`src/rtl/othello_task_dispatcher.sv`:
```
// Othello endgame task dispatcher: buffers host board positions in a FIFO,
// runs them one at a time on the solver core and returns scored results.
module othello_task_dispatcher #(
  parameter int unsigned TAG_W        = 8,
  parameter int unsigned FIFO_DEPTH   = 4,
  parameter int unsigned SETUP_CYCLES = 5,
  parameter logic [31:0] TIMEOUT      = 32'd10000000,
  parameter int unsigned CNT_W        = 32
) (
  input  logic             iCLOCK,
  input  logic             iRESET,
  input  logic             iTaskValid,
  output logic             oTaskReady,
  input  logic [63:0]      iTaskPlayer,
  input  logic [63:0]      iTaskOpponent,
  input  logic [TAG_W-1:0] iTaskTag,
  output logic [63:0]      oPlayer,
  output logic [63:0]      oOpponent,
  output logic             oEnable,
  input  logic             iSolved,
  input  logic [7:0]       iRes,
  output logic             oResValid,
  input  logic             iResReady,
  output logic [7:0]       oResScore,
  output logic [TAG_W-1:0] oResTag,
  output logic [CNT_W-1:0] oResCycles,
  output logic             oResTimeout,
  output logic             oBusy
);

  localparam int unsigned PTR_W   = (FIFO_DEPTH > 1) ? $clog2(FIFO_DEPTH) : 1;
  localparam int unsigned FCNT_W  = $clog2(FIFO_DEPTH + 1);
  localparam int unsigned SETUP_W = (SETUP_CYCLES > 1) ? $clog2(SETUP_CYCLES) : 1;

  typedef struct packed {
    logic [63:0]      player;
    logic [63:0]      opponent;
    logic [TAG_W-1:0] tag;
  } task_t;

  typedef enum logic [1:0] {
    S_IDLE = 2'd0,
    S_LOAD = 2'd1,
    S_RUN  = 2'd2,
    S_DONE = 2'd3
  } state_t;

  state_t             state;
  state_t             state_next;

  task_t              mem [FIFO_DEPTH];
  task_t              task_in;
  task_t              head;
  logic [PTR_W-1:0]   wr_ptr;
  logic [PTR_W-1:0]   rd_ptr;
  logic [FCNT_W-1:0]  count;
  logic               full;
  logic               empty;
  logic               push;

  logic [SETUP_W-1:0] setup_cnt;
  logic [CNT_W-1:0]   run_cnt;
  logic [CNT_W-1:0]   run_inc;
  logic [TAG_W-1:0]   tag_q;
  logic               setup_last;
  logic               timeout_hit;

  logic               pop_c;
  logic               solve_c;
  logic               abort_c;
  logic               enable_d_c;
  logic               res_valid_d_c;

  assign task_in     = '{player: iTaskPlayer, opponent: iTaskOpponent, tag: iTaskTag};
  assign head        = mem[rd_ptr];
  assign full        = (count == FCNT_W'(FIFO_DEPTH));
  assign empty       = (count == '0);
  assign oTaskReady  = !full && !iRESET;
  assign push        = iTaskValid && oTaskReady;
  assign oBusy       = (state != S_IDLE) || !empty;

  assign run_inc     = run_cnt + CNT_W'(1);
  assign timeout_hit = (run_inc == CNT_W'(TIMEOUT));
  assign setup_last  = (setup_cnt == SETUP_W'(SETUP_CYCLES - 1));

  // Task storage; contents need no reset since count gates every read.
  always_ff @(posedge iCLOCK) begin
    if (push) begin
      mem[wr_ptr] <= task_in;
    end
  end

  // FIFO pointers and occupancy; simultaneous push and pop leave count unchanged.
  always_ff @(posedge iCLOCK) begin
    if (iRESET) begin
      wr_ptr <= '0;
      rd_ptr <= '0;
      count  <= '0;
    end else begin
      if (push) begin
        wr_ptr <= wr_ptr + PTR_W'(1);
      end
      if (pop_c) begin
        rd_ptr <= rd_ptr + PTR_W'(1);
      end
      case ({push, pop_c})
        2'b10:   count <= count + FCNT_W'(1);
        2'b01:   count <= count - FCNT_W'(1);
        default: count <= count;
      endcase
    end
  end

  // FSM state register.
  always_ff @(posedge iCLOCK) begin
    if (iRESET) begin
      state <= S_IDLE;
    end else begin
      state <= state_next;
    end
  end

  // FSM next-state logic; a solve beats a timeout in the same cycle.
  always_comb begin
    state_next = state;
    case (state)
      S_IDLE: if (!empty)                 state_next = S_LOAD;
      S_LOAD: if (setup_last)             state_next = S_RUN;
      S_RUN:  if (iSolved || timeout_hit) state_next = S_DONE;
      S_DONE: if (iResReady)              state_next = S_IDLE;
      default:                            state_next = S_IDLE;
    endcase
  end

  // FSM output decode feeding the registered datapath.
  always_comb begin
    pop_c         = 1'b0;
    solve_c       = 1'b0;
    abort_c       = 1'b0;
    enable_d_c    = (state_next == S_RUN);
    res_valid_d_c = (state_next == S_DONE);
    case (state)
      S_IDLE:  pop_c   = !empty;
      S_RUN: begin
        solve_c = iSolved;
        abort_c = !iSolved && timeout_hit;
      end
      default: ;
    endcase
  end

  // Solver-side board, counters and result registers.
  always_ff @(posedge iCLOCK) begin
    if (iRESET) begin
      oPlayer     <= '0;
      oOpponent   <= '0;
      oEnable     <= 1'b0;
      oResValid   <= 1'b0;
      oResScore   <= '0;
      oResTag     <= '0;
      oResCycles  <= '0;
      oResTimeout <= 1'b0;
      tag_q       <= '0;
      setup_cnt   <= '0;
      run_cnt     <= '0;
    end else begin
      oEnable   <= enable_d_c;
      oResValid <= res_valid_d_c;
      if (pop_c) begin
        oPlayer   <= head.player;
        oOpponent <= head.opponent;
        tag_q     <= head.tag;
        setup_cnt <= '0;
        run_cnt   <= '0;
      end else begin
        if (state == S_LOAD) begin
          setup_cnt <= setup_cnt + SETUP_W'(1);
        end
        if (state == S_RUN) begin
          run_cnt <= run_inc;
        end
      end
      if (solve_c) begin
        oResScore   <= iRes;
        oResTag     <= tag_q;
        oResCycles  <= run_inc;
        oResTimeout <= 1'b0;
      end else if (abort_c) begin
        oResScore   <= '0;
        oResTag     <= tag_q;
        oResCycles  <= CNT_W'(TIMEOUT);
        oResTimeout <= 1'b1;
      end
    end
  end

endmodule

```
`config.mk`:
```
export PLATFORM = sky130hd
export DESIGN_NAME = othello_task_dispatcher
export DESIGN_NICKNAME = d
export VERILOG_FILES = /design/src/rtl/othello_task_dispatcher.sv
export SDC_FILE = /design/constraint.sdc
export NUM_CORES = 1
export LEC_CHECK = 0
export CORE_MARGIN = 5
export CORE_UTILIZATION = 56
export DETAILED_ROUTE_END_ITERATION = 8
export PLACE_DENSITY = 0.8
export SLEW_MARGIN = 5
export SYNTH_ARGS = -nofsm -noshare
export SYNTH_HDL_FRONTEND = slang
export SYNTH_SLANG_ARGS = --single-unit
```
`constraint.sdc`:
```
create_clock -name iCLOCK -period 6.8 [get_ports iCLOCK]
set_clock_uncertainty 0.05 [all_clocks]
set_input_delay 1.02 -clock iCLOCK [delete_from_list [all_inputs] [get_ports iCLOCK]]
set_output_delay 1.02 -clock iCLOCK [all_outputs]
set_load 0.02 [all_outputs]
```
==> impl_results.md, run 1 <==
* Total number of vias at 17400
* P per Cell Area at ~380 mW/mm2
* Number of CTS-inserted buffers at 77
* Critical Path Start: run_cnt[0]
* I/O Buffers at about 330
* Share of post-route cells with drive strength above 1 at 13.4%
* Grt ovf at 0
* Most used DFF post-synth: edfxtp_1
* Starting DRC count in detailed routing at 1637
* Setup Viol. Count Final at 0
* Worst-Margin Slew at 1.18 ns
* Hold buffers post-CTS at 0
* CORE AREA at 0.0515 mm2
* Initial antenna violation count at 15
* Internal power at 9560 uW
* Overall power at approximately 14000 uW
* Syn avg cell area at 15.2 um2
* Clk buf depth at 3
* Gpl congestion at between 0.8 and 0.9
* Post-synthesis simple-gate area fraction at 8.38%
* Clock Sink Count at 775
* Synth Warn # at 0
* Top-area cell type share of the netlist area at a little under three fifths
* Site Rows at slightly above 80
* Setup WS pre-CTS at 2.67 ns
* Number of synthesized flops with an enable pin at 544
* Top-count cell post-synth: edfxtp_1
* Yosys reg bits at 775
* Syn Inst Count at 1915
* Top cells by area, synth: edfxtp_1, dfxtp_1, mux4_2, nand2_1, a21oi_1
* Postcts setup bufs at 0
* Slew Viols, Final at 0
* Final min period at roughly 4.1 ns
* P_leak at 0.0115 uW
* Synth Area in XOR/XNOR at 1.92%
* Post-synth cell types at 62
* Die Span Y at 238 um
* Final hold vios at 0
* Nets at approximately 2400
* Mux contribution to synthesized area at between 10% and 20%
* Fill count at 3384
* Final worst setup slack at 2.68 ns
* # resized after CTS at 0
* Critical path arrival at 4.50 ns
* DRC at 0
* Die Area at between 0.05 and 0.06 mm2
* Unrepaired setup endpoints after global routing: false
* Antenna-violating nets left at 0
* Asr flop ratio synth at 0%
* Flop pwr share at between 40% and 50%
* Total Routed Length at 69300 um
* CTS clk-pin slew, worst paths at 0.06 ns
* Critical path endpoint category: flop
* NetSw at 4060 uW
* Post-Syn Area at 0.0292 mm2
* Area leader, netlist: edfxtp_1
* Adder-Cell Fraction of Synth Area at less than 1%
* Vias in the first global route at 17600
* Post-DP Area at approximately 0.033 mm2
* CP max FO at 21
* Max Clk Rate at 243 MHz
* Setup CP Type: flop to flop
* DP HPWL at 40900 um
* Comb pwr share at 24.5%
* Hold_sp: oOpponent[30]
* Outcome: completed
* Post-route setup TNS at 0 ns
* Root Buffer: clkbuf_16
* Avg Vias per Cell at between 5 and 6
* Die width at ~240 um
* Clock share of power at 31.8%
* Switch share at 29.8%
* Total global-route track usage at 24.0%
* Sequential fraction of the synthesis area at 71.8%
* Wire length per cell at 23.4 um
* Syn nets at 2074
* Largest net degree at the start of global routing at 137
* Worst R2R Start: run_cnt[0]
* Crit start category: flop
* Compound-Gate Fraction of Synth Area at 4.87%
* Worst endpoint required time at 7.18 ns
* Clk_lat worst skew at 0.62 ns
* Rel. slew slack at 20.7%
* Final worst path period share at between 60 and 70%
* Max VDD drop at 0.276 mV
* Max-Cap Viols at 0
* Post-route cell area at 0.0356 mm2
* First-pass GRT wire length at 106000 um
* Synth cell count leaders: edfxtp_1, nand2_1, dfxtp_1
* Io pins at 330
* TritonRoute pass-1 iters at 5
* Starting Density at 56.7%
* Worst min-delay path category: flop to flop
* Area growth, synth to finish at 22.0%
* Htree depth at 3
* Main combinational cell family by area after synthesis: multiplexers
* CTS tree: yes
layer usage:
layer / GRT usage (%) / wire length [um]
met1: 34.0 / 28200
met2: 38.1 / 33900
met3: 4.73 / 5140
met4: 8.26 / 1980
met5: 0 / 76
cell type report:
type | instances | area [um2] | share of cell area, %
antenna | 10 | 25.0 | 0.0703
clock inverter | 37 | 448 | 1.26
clock buffer | 106 | 2150 | 6.04
inverter | 12 | 47.5 | 0.133
tap | 680 | 851 | 2.39
timing repair buffer | 346 | 3470 | 9.75
sequential | 775 | 21000 | 58.9
multi-input combinational | 996 | 7650 | 21.5
final timing paths:
path	to	depth (start not counted)	slack, ns
setup / recovery	oResScore[2]	8	2.68
hold reg to reg	oOpponent[30]	2	0.41
setup reg to reg	oResScore[2]	8	2.68
hold / removal	oOpponent[30]	2	0.41
stage by stage:
step           util, %  hold WS, ns  instances
3_5_place_dp      64.0        0.396       2809
5_1_grt           69.1        0.421       2960
6_report          69.1        0.406       2962
3_3_place_gp      64.0        0.389       2809
2_1_floorplan        -        0.382       1915
4_1_cts           69.1        0.404       2952
power groups by stage:
stage          logic, uW  clock network [uW]  registers [uW]
2_1_floorplan       1830                   0            6170
3_3_place_gp        3260                   0            6020
3_5_place_dp        3330                   0            6040
4_1_cts             3370                4390            5950
5_1_grt             3600                4600            6000
6_report            3340                4340            5950
worst max-delay path, cell delays in order, from the launching register on:
cell	delay, ns
dfxtp_1	0.46
ha_1	0.29
nand3_2	0.19
or4_1	0.70
o31a_1	0.38
nor4_2	0.31
nand4_2	0.28
nor3_2	1.04
o21ai_0	0.25
flip-flops by register name, summed over array words and instances, names as in the netlist, 3 cells and up:
signal	cells
oResTag	8
oResCycles	32
oResScore	8
mem	544
setup_cnt	3
tag_q	8
oOpponent	64
count	3
oPlayer	64
run_cnt	32
cells in the final DEF (no fill, tap or decap), types with 9 or more instances in the layout:
cell / netlist / final
edfxtp_1: 544 / 544
clkdlybuf4s50_1: 0 / 328
nand2_1: 317 / 316
dfxtp_1: 231 / 229
a21oi_1: 151 / 151
mux4_2: 136 / 136
clkbuf_16: 0 / 79
nor2_1: 76 / 76
nand3_1: 46 / 46
xnor2_1: 35 / 35
xor2_1: 29 / 29
o21ai_0: 26 / 26
clkbuf_1: 93 / 19
nand4_1: 18 / 18
nor3_1: 16 / 16
clkinv_2: 0 / 13
buf_4: 4 / 13
and3_1: 16 / 12
or3_1: 12 / 12
inv_1: 12 / 11
diode_2: 0 / 10
nor2b_1: 10 / 10
a41o_1: 10 / 10
a22oi_1: 9 / 9
ha_1: 9 / 9
bufinv_16: 0 / 9
logic make-up (layout without fill, tap and decap cells):
| kind of cell | count (synthesis) | in the layout |
|---|---|---|
| AND/OR/NAND/NOR | 547 | 547 |
| other | 0 | 10 |
| flip-flops | 775 | 775 |
| buffers and inverters | 144 | 501 |
| AO/OA/AOI/OAI | 239 | 239 |
| adder cells (fa/ha/maj) | 10 | 10 |
| multiplexers | 136 | 136 |
| XOR/XNOR | 64 | 64 |
No activity file was read; power rests on OpenSTA's default activity.
==> run 2, diff against run 1 <==
CORE_UTILIZATION = 50   (was 56)
PLACE_DENSITY = 0.75   (was 0.8)
clock period = 3.4 ns   (was 6.8 ns; I/O delays follow)
==> impl_results.md, run 2 (synthesized netlist as in run 1, its figures left out) <==
* Outcome: completed (unchanged)
* Worst R2R Start: run_cnt[4] (was run_cnt[0])
* Max VDD drop at 0.943 mV (was 0.276 mV)
* I/O Buffers at 329 (unchanged)
* Overall power at 27400 uW (was 13600 uW)
* Worst Hold Depth at 2 (unchanged)
* Starting DRC count in detailed routing at 1225 (was 1637)
* P per Cell Area at 757 mW/mm2 (was 382 mW/mm2)
* Io pins at 330 (unchanged)
* Final min period at 3.24 ns (was 4.12 ns)
* Final worst path period share at 95.2% (was 60.5%)
* Most frequent cells in the layout: edfxtp_1, clkdlybuf4s50_1, nand2_1 (unchanged)
* Total number of vias at 17300 (was 17400)
* Crit start category: flop (unchanged)
* Number of CTS-inserted buffers at 79 (was 77)
* Top reg by flops: mem (unchanged)
* Setup CP Type: flop to flop (unchanged)
* End point of the critical path: oResCycles[31] (was oResScore[2])
* Wire length per cell at 22.5 um (was 23.4 um)
* Critical path arrival at 3.68 ns (was 4.50 ns)
* Worst r2r path cells at 7 (was 8)
* Htree depth at 3 (unchanged)
* Critical path endpoint category: flop (unchanged)
* Avg Vias per Cell at 5.62 (was 5.87)
* Share of post-route cells with drive strength above 1 at 14.8% (was 13.4%)
* P_leak at 0.0117 uW (was 0.0115 uW)
* Largest regs: mem x544, oOpponent x64, oPlayer x64 (unchanged)
* Setup slack, reg-to-reg at 0.16 ns (was 2.68 ns)
* Clk_lat worst skew at 0.62 ns (about the same)
* Total global-route track usage at 21.6% (was 24.0%)
* Postcts setup bufs at 0 (unchanged)
* Terminus of the critical flop-to-flop path: oResCycles[31] (was oResScore[2])
* Setup WS pre-CTS at 0.134 ns (was 2.67 ns)
* Final hold vios at 0 (unchanged)
* Area growth, synth to finish at 23.9% (was 22.0%)
* Most common cell after layout, fill and taps aside: edfxtp_1 (unchanged)
* Slew Viols, Final at 0 (unchanged)
* Gpl congestion at 0.879 (was 0.839)
* Initial antenna violation count at 16 (was 15)
* Largest net degree at the start of global routing at 139 (was 137)
* Total Routed Length at 69400 um (was 69300 um)
* CP bufs+invs at 0 (unchanged)
* Crit path depth at 7 (was 8)
* TritonRoute pass-1 iters at 7 (was 5)
* DP HPWL at 41600 um (was 40900 um)
* Rel. slew slack at 41.5% (was 20.7%)
* CTS tree: yes (unchanged)
* Die Span Y at 252 um (was 238 um)
* Root Buffer: clkbuf_16 (unchanged)
* Max-Cap Viols at 0 (unchanged)
* CP max stage cell: or4_1 (was nor3_2)
* Critical Path, Cell by Cell: nand3_1 -> or4_1 -> nor4_1 -> o22a_1 -> and4b_1 -> nand3_4 -> a41o_2 (was ha_1 -> nand3_2 -> or4_1 -> o31a_1 -> nor4_2 -> nand4_2 -> nor3_2 -> o21ai_0)
* CORE AREA at 0.0578 mm2 (was 0.0515 mm2)
* Fill count at 4156 (was 3384)
* Worst min-delay path category: input port to flop (was flop to flop)
* Antenna-violating nets left at 0 (unchanged)
* Worst endpoint required time at 3.84 ns (was 7.18 ns)
* Clock Sink Count at 775 (unchanged)
* Nets at 2397 (was 2367)
* Setup Viol. Count Final at 0 (unchanged)
* DRC at 0 (unchanged)
* Critical Path Start: run_cnt[4] (was run_cnt[0])
* Starting Density at 50.5% (was 56.7%)
* Max Clk Rate at 309 MHz (was 243 MHz)
* Final worst setup slack at 0.163 ns (was 2.68 ns)
* Site Rows at 88 (was 83)
* Max reg flops at 544 (unchanged)
* CTS clk-pin slew, worst paths at 0.06 ns (about the same)
* Vias in the first global route at 18000 (was 17600)
* Post-route setup TNS at 0 ns (unchanged)
* Die width at 252 um (was 238 um)
* Largest stage delay, worst path at 0.76 ns (was 1.04 ns)
* Worst-Margin Slew at 0.878 ns (was 1.18 ns)
* CP top delay family: simple AND/OR/NAND/NOR gates (unchanged)
* Die Area at 0.0633 mm2 (was 0.0568 mm2)
* Grt ovf at 0 (unchanged)
* First-pass GRT wire length at 106000 um (about the same)
* CP max FO at 12 (was 21)
* Clk buf depth at 3 (unchanged)
[run 2: changes by cell type in the layout (fill, tap and decap cells not counted), sizes merged]
cell      delta
nand3        +1
diode        +1
buf         +27
clkinvlp     +3
inv          +2
clkbuf       -1
bufinv       -3
clkinv       +4
[run 2: per-stage QoR]
step	util, %	area, um2	instances	hold slack, ns
2_1_floorplan	-	29200	1915	0.382
3_3_place_gp	57.8	33400	2921	0.391
3_5_place_dp	57.8	33400	2921	0.398
4_1_cts	62.5	36100	3069	0.0255
5_1_grt	62.5	36100	3073	0.0405
6_report	62.6	36200	3081	0.0670
[run 2: repair_timing]
item	in CTS	in global routing
resized for setup	0	5
hold buffers	0	0
setup endpoints to repair	0	40
[run 2: area by class of cell]
type                            count  area [um2]  area share, %
Antenna cell                       11        27.5         0.0761
Clock buffer                      105        2190           6.05
Multi-Input combinational cell    997        7670           21.2
Clock inverter                     43         482           1.33
Tap cell                          765         957           2.65
Sequential cell                   775       21000           58.0
Timing Repair Buffer              373        3820           10.6
Inverter                           12        47.5          0.131
[run 2: per-layer routing]
| layer | track usage [%] | part of all wire, % |
|---|---|---|
| met5 | 0 | 0.17 |
| met4 | 6.55 | 2.9 |
| met3 | 5.53 | 7.0 |
| met2 | 35.9 | 50 |
| met1 | 28.3 | 40 |
[run 2: where the power goes]
| part | internal (uW) | total, uW | switching (uW) |
|---|---|---|---|
| clock network | 5070 | 8760 | 3700 |
| registers | 11100 | 11700 | 583 |
| logic | 3010 | 6930 | 3910 |
| total | 19200 | 27400 | 8190 |
[run 2: worst register-to-register path, delay by kind of cell (launching register included)]
family	cells	cell delay [ns]
and+or+nand+nor	5	1.97
DFF	1	0.55
AOI/OAI and AO/OA	2	0.54
[run 2: worst min-delay path by stage]
stage	slack, ns	to	from
floorplan	0.38	tag_q[0]	tag_q[0]
global placement	0.39	oOpponent[11]	oOpponent[11]
detailed placement	0.40	oOpponent[43]	oOpponent[43]
CTS	0.03	state[0]	iRESET
global route	0.04	oOpponent[0]	iRESET
finish	0.07	state[0]	iRESET
==> run 3, diff against run 2 <==
CORE_MARGIN = default   (was 5)
==> impl_results.md, run 3 (synthesized netlist as in run 1, its figures left out) <==
* Setup Viol. Count Final at 0 (unchanged)
* Final min period at 3.13 ns (was 3.24 ns)
* Clk buf depth at 3 (unchanged)
* Area growth, synth to finish at 23.7% (was 23.9%)
* Starting Density at 50.6% (was 50.5%)
* GRT busiest layer: met2 (unchanged)
* Final worst path period share at 92.1% (was 95.2%)
* Clk_lat worst skew at 0.62 ns (about the same)
* Site Rows at 88 (unchanged)
* P per Cell Area at 749 mW/mm2 (was 757 mW/mm2)
* Vias in the first global route at 17800 (was 18000)
* Starting DRC count in detailed routing at 1099 (was 1225)
* CP max FO at 12 (unchanged)
* Die Span Y at 244 um (was 252 um)
* Crit start category: flop (unchanged)
* Largest net degree at the start of global routing at 161 (was 139)
* Max Clk Rate at 319 MHz (was 309 MHz)
* CTS tree: yes (unchanged)
* Post-route setup TNS at 0 ns (unchanged)
* Critical Path, Cell by Cell: ha_2 -> nand3_2 -> or4_1 -> buf_4 -> nor3_1 -> a2bb2oi_1 -> and4_2 -> nand3_4 -> a41o_2 (was nand3_1 -> or4_1 -> nor4_1 -> o22a_1 -> and4b_1 -> nand3_4 -> a41o_2)
* Setup CP Type: flop to flop (unchanged)
* Fill count at 4154 (was 4156)
* Critical path endpoint category: flop (unchanged)
* CTS clk-pin slew, worst paths at 0.06 ns (about the same)
* Worst endpoint required time at 3.85 ns (was 3.84 ns)
* Unrepaired setup endpoints after global routing: false
* DP HPWL at 40600 um (was 41600 um)
* Most frequent cells in the layout: edfxtp_1, clkdlybuf4s50_1, nand2_1 (unchanged)
* Wire length per cell at 21.9 um (was 22.5 um)
* Gpl congestion at 0.868 (was 0.879)
* Initial antenna violation count at 13 (was 16)
* Share of post-route cells with drive strength above 1 at 14.6% (was 14.8%)
* DRC at 0 (unchanged)
* I/O Buffers at 329 (unchanged)
* CORE AREA at 0.0577 mm2 (was 0.0578 mm2)
* Most common cell after layout, fill and taps aside: edfxtp_1 (unchanged)
* Met2 Use GR at 37.6% (was 35.9%)
* First-pass GRT wire length at 103000 um (was 106000 um)
* Slew Viols, Final at 0 (unchanged)
* Critical Path Start: run_cnt[1] (was run_cnt[4])
* Worst min-delay path category: input port to flop (unchanged)
* Max reg flops at 544 (unchanged)
* Number of CTS-inserted buffers at 78 (was 79)
* Largest regs: mem x544, oOpponent x64, oPlayer x64 (unchanged)
* Top reg by flops: mem (unchanged)
* CP top delay family: simple AND/OR/NAND/NOR gates (unchanged)
* Nets at 2401 (was 2397)
* Htree depth at 3 (unchanged)
* Rel. slew slack at 31.5% (was 41.5%)
* Total number of vias at 17300 (about the same)
* Worst-Margin Slew at 1.03 ns (was 0.878 ns)
* Die width at 244 um (was 252 um)
* CP max stage cell: or4_1 (unchanged)
* Max-Cap Viols at 0 (unchanged)
* Final hold vios at 0 (unchanged)
* Clock Sink Count at 775 (unchanged)
* Fin Hold WS at 0.390 ns (was 0.0670 ns)
* Antenna-violating nets left at 0 (unchanged)
* Post-route cell area at 0.0361 mm2 (was 0.0362 mm2)
* Grt ovf at 0 (unchanged)
* Max VDD drop at 0.901 mV (was 0.943 mV)
* P_leak at 0.0116 uW (was 0.0117 uW)
* GR Layer Usage met3 at 6.43% (was 5.53%)
* Outcome: completed (unchanged)
* Worst R2R Start: run_cnt[1] (was run_cnt[4])
* Total Routed Length at 67300 um (was 69400 um)
* Overall power at 27000 uW (was 27400 uW)
* Total global-route track usage at 22.7% (was 21.6%)
* Io pins at 330 (unchanged)
* Hold_sp: iRes[5] (was iRESET)
* TritonRoute pass-1 iters at 5 (was 7)
* Largest stage delay, worst path at 0.58 ns (was 0.76 ns)
* Critical path arrival at 3.58 ns (was 3.68 ns)
* CP bufs+invs at 1 (was 0)
* Met1 Use GR at 29.3% (was 28.3%)
* Final worst setup slack at 0.270 ns (was 0.163 ns)
* Avg Vias per Cell at 5.64 (was 5.62)
* Post-DP Area at 0.0335 mm2 (was 0.0334 mm2)
* Root Buffer: clkbuf_16 (unchanged)
* Die Area at 0.0593 mm2 (was 0.0633 mm2)
* Setup WS pre-CTS at 0.148 ns (was 0.134 ns)
[run 3: changes by cell type in the layout (fill, tap and decap cells not counted), sizes merged]
cell | before | now
inv | 16 | 14
clkinv | 27 | 20
bufinv | 6 | 4
clkbuf | 105 | 118
diode | 11 | 3
clkinvlp | 6 | 1
buf | 45 | 50
[run 3: power breakdown]
part           total, uW  switching, uW  internal [uW]
combinational       7010           4000           3010
clock               8440           3550           4890
sequential         11600            475          11100
total              27000           8030          19000
[run 3: layer usage]
metal	up-vias	wire length [um]
met5	-	131
met4	20	1390
met3	115	4920
met2	494	33200
met1	8858	27600
li1	7848	-
[run 3: through the flow]
stage	cells	utilization (%)
after floorplan	1915	-
after global placement	2924	58.0
after detailed placement	2924	58.0
after CTS	3069	62.5
after global routing	3073	62.6
final	3075	62.6
[run 3: final timing paths]
check / endpoint / slack, ns / cells past startpoint
setup reg to reg: oResCycles[2] / 0.27 / 9
hold / removal: oResScore[5] / 0.39 / 3
hold reg to reg: oOpponent[20] / 0.40 / 2
setup / recovery: oResCycles[2] / 0.27 / 9
[run 3: area by class of cell]
cell class | count | area [um2] | share of cell area [%]
Tap cell | 765 | 957 | 2.65
Clock buffer | 118 | 2220 | 6.16
Antenna cell | 3 | 7.51 | 0.0208
Sequential cell | 775 | 21000 | 58.1
Inverter | 12 | 47.5 | 0.132
Multi-Input combinational cell | 997 | 7670 | 21.3
Clock inverter | 27 | 353 | 0.978
Timing Repair Buffer | 378 | 3860 | 10.7
[run 3: worst register-to-register path, cell delays in order, from the launching register on]
cell and delay, ns:
dfxtp_1 0.43, ha_2 0.27, nand3_2 0.09, or4_1 0.58
buf_4 0.19, nor3_1 0.23, a2bb2oi_1 0.28, and4_2 0.37
nand3_4 0.20, a41o_2 0.33
[run 3: what timing repair did]
action / in CTS / in global routing
hold buffers: 0 / 0
gates resized for setup: 0 / 4
endpoints found under the setup margin: 0 / 36
buffers inserted: 0 / 2
